$ cat config.mk
export PLATFORM = sky130hd
export DESIGN_NAME = fetch_sequencer_flat
export DESIGN_NICKNAME = d
export VERILOG_FILES = /design/src/rtl/fetch_sequencer_pkg.sv /design/src/rtl/fetch_sequencer_if.sv /design/src/rtl/fetch_sequencer_next_pc_gen.sv /design/src/rtl/fetch_sequencer.sv /design/src/flat_wrapper.sv
export SDC_FILE = /design/constraint.sdc
export NUM_CORES = 1
export LEC_CHECK = 0
export BUFFER_PORTS_ARGS = -buffer_cell sky130_fd_sc_hd__buf_2
export CORE_MARGIN = 2
export CORE_UTILIZATION = 35
export CTS_BUF_LIST = sky130_fd_sc_hd__clkbuf_4
export DETAILED_ROUTE_END_ITERATION = 8
export GPL_TIMING_DRIVEN = 0
export PLACE_DENSITY_LB_ADDON = 0.05
export SYNTH_ARGS = -nofsm -noshare
export SYNTH_HDL_FRONTEND = slang
export SYNTH_SLANG_ARGS = --single-unit
$ cat constraint.sdc
create_clock -name CLK -period 8 [get_ports CLK]
set_clock_uncertainty 0.05 [all_clocks]
set_input_delay 0.8 -clock CLK [delete_from_list [all_inputs] [get_ports CLK]]
set_output_delay 0.8 -clock CLK [all_outputs]
set_load 0.1 [all_outputs]
$ cat src/rtl/fetch_sequencer_pkg.sv
// Shared CPU definitions for the fetch sequencer and the control unit:
// next-PC select codes, opcode constants, sequencer states and the IR layout.
package fetch_sequencer_pkg;

  localparam int XLEN = 32;

  typedef enum logic [1:0] {
    PC_SEQ    = 2'b00,
    PC_BRANCH = 2'b01,
    PC_JUMP   = 2'b10,
    PC_RSVD   = 2'b11
  } pc_src_e;

  localparam logic [5:0] OP_RTYPE = 6'b000000;
  localparam logic [5:0] OP_J     = 6'b000010;
  localparam logic [5:0] OP_BEQ   = 6'b000100;
  localparam logic [5:0] OP_HALT  = 6'b111111;
  localparam logic [5:0] FUNC_ADD = 6'b100000;

  typedef enum logic [2:0] {
    ST_IDLE,
    ST_REQ,
    ST_WAIT,
    ST_EXEC,
    ST_HALT
  } state_e;

  typedef struct packed {
    logic [5:0] opcode;
    logic [4:0] rs;
    logic [4:0] rt;
    logic [4:0] rd;
    logic [4:0] sa;
    logic [5:0] func;
  } instr_t;

  // Word-aligned, sign-extended branch displacement.
  function automatic logic [XLEN-1:0] branch_offset(input logic [15:0] imm);
    return {{(XLEN-18){imm[15]}}, imm, 2'b00};
  endfunction

endpackage

$ cat src/rtl/fetch_sequencer_if.sv
// Instruction-memory request/response bus between the fetch sequencer
// (master) and the instruction memory (slave).
interface fetch_sequencer_if #(
  parameter int ADDR_W = 32
);
  logic              imem_req;
  logic [ADDR_W-1:0] imem_addr;
  logic              imem_rvalid;
  logic [31:0]       imem_rdata;

  modport master (
    output imem_req,
    output imem_addr,
    input  imem_rvalid,
    input  imem_rdata
  );

  modport slave (
    input  imem_req,
    input  imem_addr,
    output imem_rvalid,
    output imem_rdata
  );
endinterface

$ cat src/rtl/fetch_sequencer_next_pc_gen.sv
// Combinational next-PC selection: sequential, PC-relative branch, or
// region-local jump. All arithmetic wraps modulo 2^32.
module fetch_sequencer_next_pc_gen
  import fetch_sequencer_pkg::*;
(
  input  logic [XLEN-1:0] pc,
  input  logic [25:0]     instr_low,
  input  pc_src_e         pc_src,
  output logic [XLEN-1:0] pc_plus4,
  output logic [XLEN-1:0] next_pc
);

  assign pc_plus4 = pc + XLEN'(4);

  always_comb begin
    // NOTE: every output of a combinational block gets a default first, so no
    // path through the case can leave it unassigned and infer a latch.
    next_pc = pc_plus4;
    case (pc_src)
      PC_BRANCH: next_pc = pc_plus4 + branch_offset(instr_low[15:0]);
      PC_JUMP:   next_pc = {pc_plus4[31:28], instr_low, 2'b00};
      default:   next_pc = pc_plus4;
    endcase
  end

endmodule

$ cat src/rtl/fetch_sequencer.sv
// Fetch sequencer: owns the PC, fetches one instruction per REQ/WAIT/EXEC
// round trip, exposes the decoded IR fields and commits the next PC.
module fetch_sequencer
  import fetch_sequencer_pkg::*;
#(
  parameter int              ADDR_W   = 32,
  parameter logic [ADDR_W-1:0] RESET_PC = '0
) (
  input  logic              CLK,
  input  logic              Reset,
  fetch_sequencer_if.master imem,
  input  logic              PCWre,
  input  logic [1:0]        PCSrc,
  output logic              instr_valid,
  output logic [5:0]        OpCode,
  output logic [4:0]        rs,
  output logic [4:0]        rt,
  output logic [4:0]        rd,
  output logic [4:0]        sa,
  output logic [5:0]        func,
  output logic [15:0]       immediate,
  output logic [ADDR_W-1:0] pc,
  output logic [ADDR_W-1:0] pc_plus4,
  output logic              halted,
  output logic [31:0]       retired
);

  state_e            state_q, state_d;
  logic [ADDR_W-1:0] pc_q, pc_d;
  instr_t            ir_q, ir_d;
  logic [31:0]       retired_q, retired_d;
  logic              req_q, req_d;
  logic              valid_q, valid_d;
  logic              halted_q, halted_d;
  logic [ADDR_W-1:0] next_pc;
  logic [31:0]       ir_bits;

  assign ir_bits = ir_q;

  fetch_sequencer_next_pc_gen u_next_pc_gen (
    .pc        (pc_q),
    .instr_low (ir_bits[25:0]),
    .pc_src    (pc_src_e'(PCSrc)),
    .pc_plus4  (pc_plus4),
    .next_pc   (next_pc)
  );

  always_comb begin
    state_d   = state_q;
    pc_d      = pc_q;
    ir_d      = ir_q;
    retired_d = retired_q;
    case (state_q)
      ST_IDLE: state_d = ST_REQ;
      ST_REQ:  state_d = ST_WAIT;
      ST_WAIT: begin
        // The response is only accepted here; strays in other states are dropped.
        if (imem.imem_rvalid) begin
          ir_d    = instr_t'(imem.imem_rdata);
          state_d = ST_EXEC;
        end
      end
      ST_EXEC: begin
        if (PCWre) begin
          pc_d      = next_pc;
          retired_d = retired_q + 32'd1;
          state_d   = ST_REQ;
        end else begin
          state_d = ST_HALT;
        end
      end
      ST_HALT: state_d = ST_HALT;
      default: state_d = ST_IDLE;
    endcase

    // Status outputs are registered from the upcoming state.
    req_d    = (state_d == ST_REQ);
    valid_d  = (state_d == ST_EXEC);
    halted_d = (state_d == ST_HALT);
  end

  always_ff @(posedge CLK or negedge Reset) begin
    if (!Reset) begin
      // NOTE: IR is a single register rather than a memory array, so it is
      // reset along with the rest of the state and never shows X after reset.
      state_q   <= ST_IDLE;
      pc_q      <= RESET_PC;
      ir_q      <= '0;
      retired_q <= '0;
      req_q     <= 1'b0;
      valid_q   <= 1'b0;
      halted_q  <= 1'b0;
    end else begin
      // NOTE: non-blocking assignments so every flop samples pre-edge values.
      state_q   <= state_d;
      pc_q      <= pc_d;
      ir_q      <= ir_d;
      retired_q <= retired_d;
      req_q     <= req_d;
      valid_q   <= valid_d;
      halted_q  <= halted_d;
    end
  end

  assign imem.imem_req  = req_q;
  assign imem.imem_addr = pc_q;
  assign instr_valid    = valid_q;
  assign halted         = halted_q;
  assign retired        = retired_q;
  assign pc             = pc_q;

  assign OpCode    = ir_q.opcode;
  assign rs        = ir_q.rs;
  assign rt        = ir_q.rt;
  assign rd        = ir_q.rd;
  assign sa        = ir_q.sa;
  assign func      = ir_q.func;
  assign immediate = ir_bits[15:0];

endmodule

$ cat src/flat_wrapper.sv
// flat-port wrapper written by rule: the top's interface ports become plain ports
module fetch_sequencer_flat import fetch_sequencer_pkg::*;
#(
  parameter int              ADDR_W   = 32,
  parameter logic [ADDR_W-1:0] RESET_PC = '0
)
  (CLK, Reset, PCWre, PCSrc, instr_valid, OpCode, rs, rt, rd, sa, func, immediate, pc, pc_plus4, halted, retired, imem_imem_req, imem_imem_addr, imem_imem_rvalid, imem_imem_rdata);
  fetch_sequencer_if #(.ADDR_W(ADDR_W)) imem_i ();
  input  logic CLK;
  input  logic Reset;
  input  logic PCWre;
  input  logic [1:0] PCSrc;
  output logic instr_valid;
  output logic [5:0] OpCode;
  output logic [4:0] rs;
  output logic [4:0] rt;
  output logic [4:0] rd;
  output logic [4:0] sa;
  output logic [5:0] func;
  output logic [15:0] immediate;
  output logic [ADDR_W-1:0] pc;
  output logic [ADDR_W-1:0] pc_plus4;
  output logic halted;
  output logic [31:0] retired;
  output wire logic [$bits(imem_i.imem_req)-1:0] imem_imem_req;
  output wire logic [$bits(imem_i.imem_addr)-1:0] imem_imem_addr;
  input wire logic [$bits(imem_i.imem_rvalid)-1:0] imem_imem_rvalid;
  input wire logic [$bits(imem_i.imem_rdata)-1:0] imem_imem_rdata;
  assign imem_imem_req = imem_i.imem_req;
  assign imem_imem_addr = imem_i.imem_addr;
  assign imem_i.imem_rvalid = imem_imem_rvalid;
  assign imem_i.imem_rdata = imem_imem_rdata;
  fetch_sequencer #(.ADDR_W(ADDR_W), .RESET_PC(RESET_PC)) u_core (.CLK(CLK), .Reset(Reset), .imem(imem_i), .PCWre(PCWre), .PCSrc(PCSrc), .instr_valid(instr_valid), .OpCode(OpCode), .rs(rs), .rt(rt), .rd(rd), .sa(sa), .func(func), .immediate(immediate), .pc(pc), .pc_plus4(pc_plus4), .halted(halted), .retired(retired));
endmodule
==> metrics.md <==
| Metric | Value |
|---|---|
| Worst-path clk slew | 190 ps |
| Largest net degree at the start of global routing | 62 |
| Die area | 21500 um^2 |
| Routed via count | 6559 |
| Max-cap violations | 0 |
| DRC viols | 0 |
| PostCTS Resize Cnt | 0 |
| CTS HTree Levels | 3 |
| Antenna-violating nets left | 0 |
| Reg2Reg Launch Point | u_core.imem.imem_addr[2] |
| Post-DP HPWL | 17000 um |
| Final #Nets | 1080 |
| #FFs+latches synth | 100 |
| Io pins | 217 |
| DRC marker count from the first detailed-route iteration | 315 |
| Post-CTS setup buffers | 0 |
| CP max-delay cell | dfrtp_1 |
| Synth top area share | 0.351 |
| Layout cell share with drive strength beyond 1 | 0.324 |
| Count leader, synth | dfrtp_1 |
| Post-synth top cells | dfrtp_1, nand2_1, xnor2_1 |
| Die span in y | 147 um |
| CP Buf/Inv Count | 0 |
| Critical Path RT | 8380 ps |
| Crit path arrival time | 4790 ps |
| Clk root buf | clkbuf_4 |
| Crit path time final | 4410 ps |
| Via density | 5.13 |
| Max Slew Vio Count | 0 |
| Clock sinks | 100 |
| Crit Path Max Fanout | 8 |
| Fillers | 2033 |
| Synthesis Warnings | 0 |
| Drt total wl | 22800 um |
| Post-synthesis sequential area ratio | 0.351 |
| Die width | 147 um |
| Routed len/inst | 17.8 um |
| Ys flop type | dfrtp_1 |
| Number of global-route vias before repair | 6211 |
| Max Fclk | 0.227 GHz |
| Final Setup Violations | 0 |
| Clk buf depth | 2 |
| Initial antenna violation count | 1 |
| Critical path depth | 14 |
| Async set-reset flop share out of synthesis | 1.00 |
| Worst hold-check path type | input port to async pin |
| R2R Setup Slk | 3590 ps |
| RSZ-0062 raised after global routing | false |
| Area growth syn-to-layout | 22.3% |
| RR Endpoint | u_core.imem.imem_addr[27] |
| Syn Inst Count | 774 |
| Yosys top cell by area | dfrtp_1 |
| Total GRT Usage | 0.211 |
| Cell variety after synth | 72 |
| Worst-margin pin slew | 915 ps |
| Critical Path Start | u_core.imem.imem_addr[2] |
| Initial core utilization | 0.355 |
| Num CTS Buffers | 9 |
| Status | complete, no violations |
| Area of the mapped netlist | 7130 um^2 |
| First-pass GRT wire length | 35500 um |
| Crit-path cells | ha_1 > and4_1 > nor2b_1 > nand4_1 > xnor2_1 > ha_1 > nand3_1 > or2_1 > a211o_1 > a211o_1 > a41oi_2 > a21oi_2 > or4b_1 > o211ai_1 |
| Hold Violations, Final | 0 |
| Placer Congestion | 0.851 |
| Avg Inst Size Synth | 9.22 um^2 |
| Crit share post-route | 0.551 |
| CTS tree | done |
| Top delay family on crit path | simple AND/OR/NAND/NOR gates |
| Worst skew pair latency | 500 ps |
| CP Launch Type | flip-flop |
| Endpoint type of the worst setup path | flip-flop |
| Port-buffer cells | 210 |
| Core footprint | 20100 um^2 |
| Initial DRT Pass Iterations | 5 |
| Biggest cell delay along the critical path | 550 ps |
| Worst r2r path cells | 14 |
| Synth area leaders | dfrtp_1, ha_1, xnor2_1 |
| GR Overflow Total | 0 |
| Row Count | 52 |
| Setup TNS | 0 ps |
| Post-synth EDFFs | 0 |
| Worst Setup Path Type | flip-flop to flip-flop |
| Hold-fix buffers, CTS | 0 |
| Slew margin rel. | 0.390 |
worst max path at each step:
| stage | endpoint | slack, ps |
|---|---|---|
| 2_1_floorplan | u_core.imem.imem_addr[27] | 2090 |
| 3_3_place_gp | u_core.imem.imem_addr[25] | 3630 |
| 6_report | u_core.imem.imem_addr[27] | 3590 |
| 5_1_grt | u_core.imem.imem_addr[27] | 3320 |
| 4_1_cts | pc_plus4[23] | 3550 |
| 3_5_place_dp | u_core.imem.imem_addr[27] | 3650 |
routing by layer:
layer  up-vias  global-route usage  wire [um]
met3        22              0.0360       1120
met5         -                   0          0
met4         0              0.0539        398
met1      3146               0.303      10900
met2       194               0.331      10300
li1       3197                   -          -
sequential cells by signal, summed over array words and instances (netlist names), 5 cells and up:
signal	count
u_core.func	6
u_core.rt	5
u_core.OpCode	6
u_core.retired	32
u_core.rd	5
u_core.sa	5
u_core.imem.imem_addr	30
u_core.rs	5
placed cells by master, fill, tap and decap left out, drive strengths merged, types with 4 or more instances in the layout:
| cell | instances |
|---|---|
| a211o | 5 |
| a21o | 10 |
| a21oi | 53 |
| a221o | 6 |
| a221oi | 8 |
| a22o | 5 |
| a22oi | 4 |
| a31oi | 7 |
| and2 | 5 |
| and3 | 20 |
| and4 | 5 |
| buf | 268 |
| clkbuf | 34 |
| conb | 6 |
| dfrtp | 100 |
| ha | 40 |
| inv | 25 |
| mux2 | 34 |
| nand2 | 60 |
| nand3 | 34 |
| nand3b | 4 |
| nand4 | 17 |
| nor2 | 48 |
| nor2b | 5 |
| nor3 | 14 |
| nor4 | 4 |
| o211ai | 4 |
| o21a | 10 |
| o21ai | 30 |
| o21bai | 5 |
| o22ai | 4 |
| or2 | 4 |
| xnor2 | 55 |
| xor2 | 26 |
stage by stage:
step	cells	instance area, um^2	hold slack [ps]	util	setup slack, ps
2_1_floorplan	779	7150	437	-	2090
3_3_place_gp	1259	8540	409	0.425	3630
3_5_place_dp	1260	8570	414	0.426	3650
4_1_cts	1276	8720	188	0.434	3550
5_1_grt	1278	8730	203	0.434	3320
6_report	1278	8730	197	0.434	3590
cell type report:
type                    count  area [um^2]  share of cell area
repair buffers            211         1080               0.124
diodes                      2         5.00            0.000574
clock buffers               9         67.6             0.00774
multi-input cells         575         4060               0.466
flip-flops and latches    100         2500               0.287
inverters                  22         82.6             0.00946
plain buffers              82          504              0.0578
well taps                 270          338              0.0387
clock inverters             7         82.6             0.00946
kinds of logic (layout without fill, tap and decap cells):
family / after synthesis / in the layout / synth area share
flops: 100 / 100 / 0.351
simple gates: 229 / 229 / 0.162
other cells: 1 / 8 / 0.000526
buf+inv: 104 / 331 / 0.0823
fa+ha+maj: 41 / 41 / 0.0730
mux: 37 / 37 / 0.0579
xor+xnor: 81 / 81 / 0.101
compound gates: 181 / 181 / 0.173
Power is not shown: default switching activity piles up to over one toggle a cycle in this logic, so the estimate is an artifact.
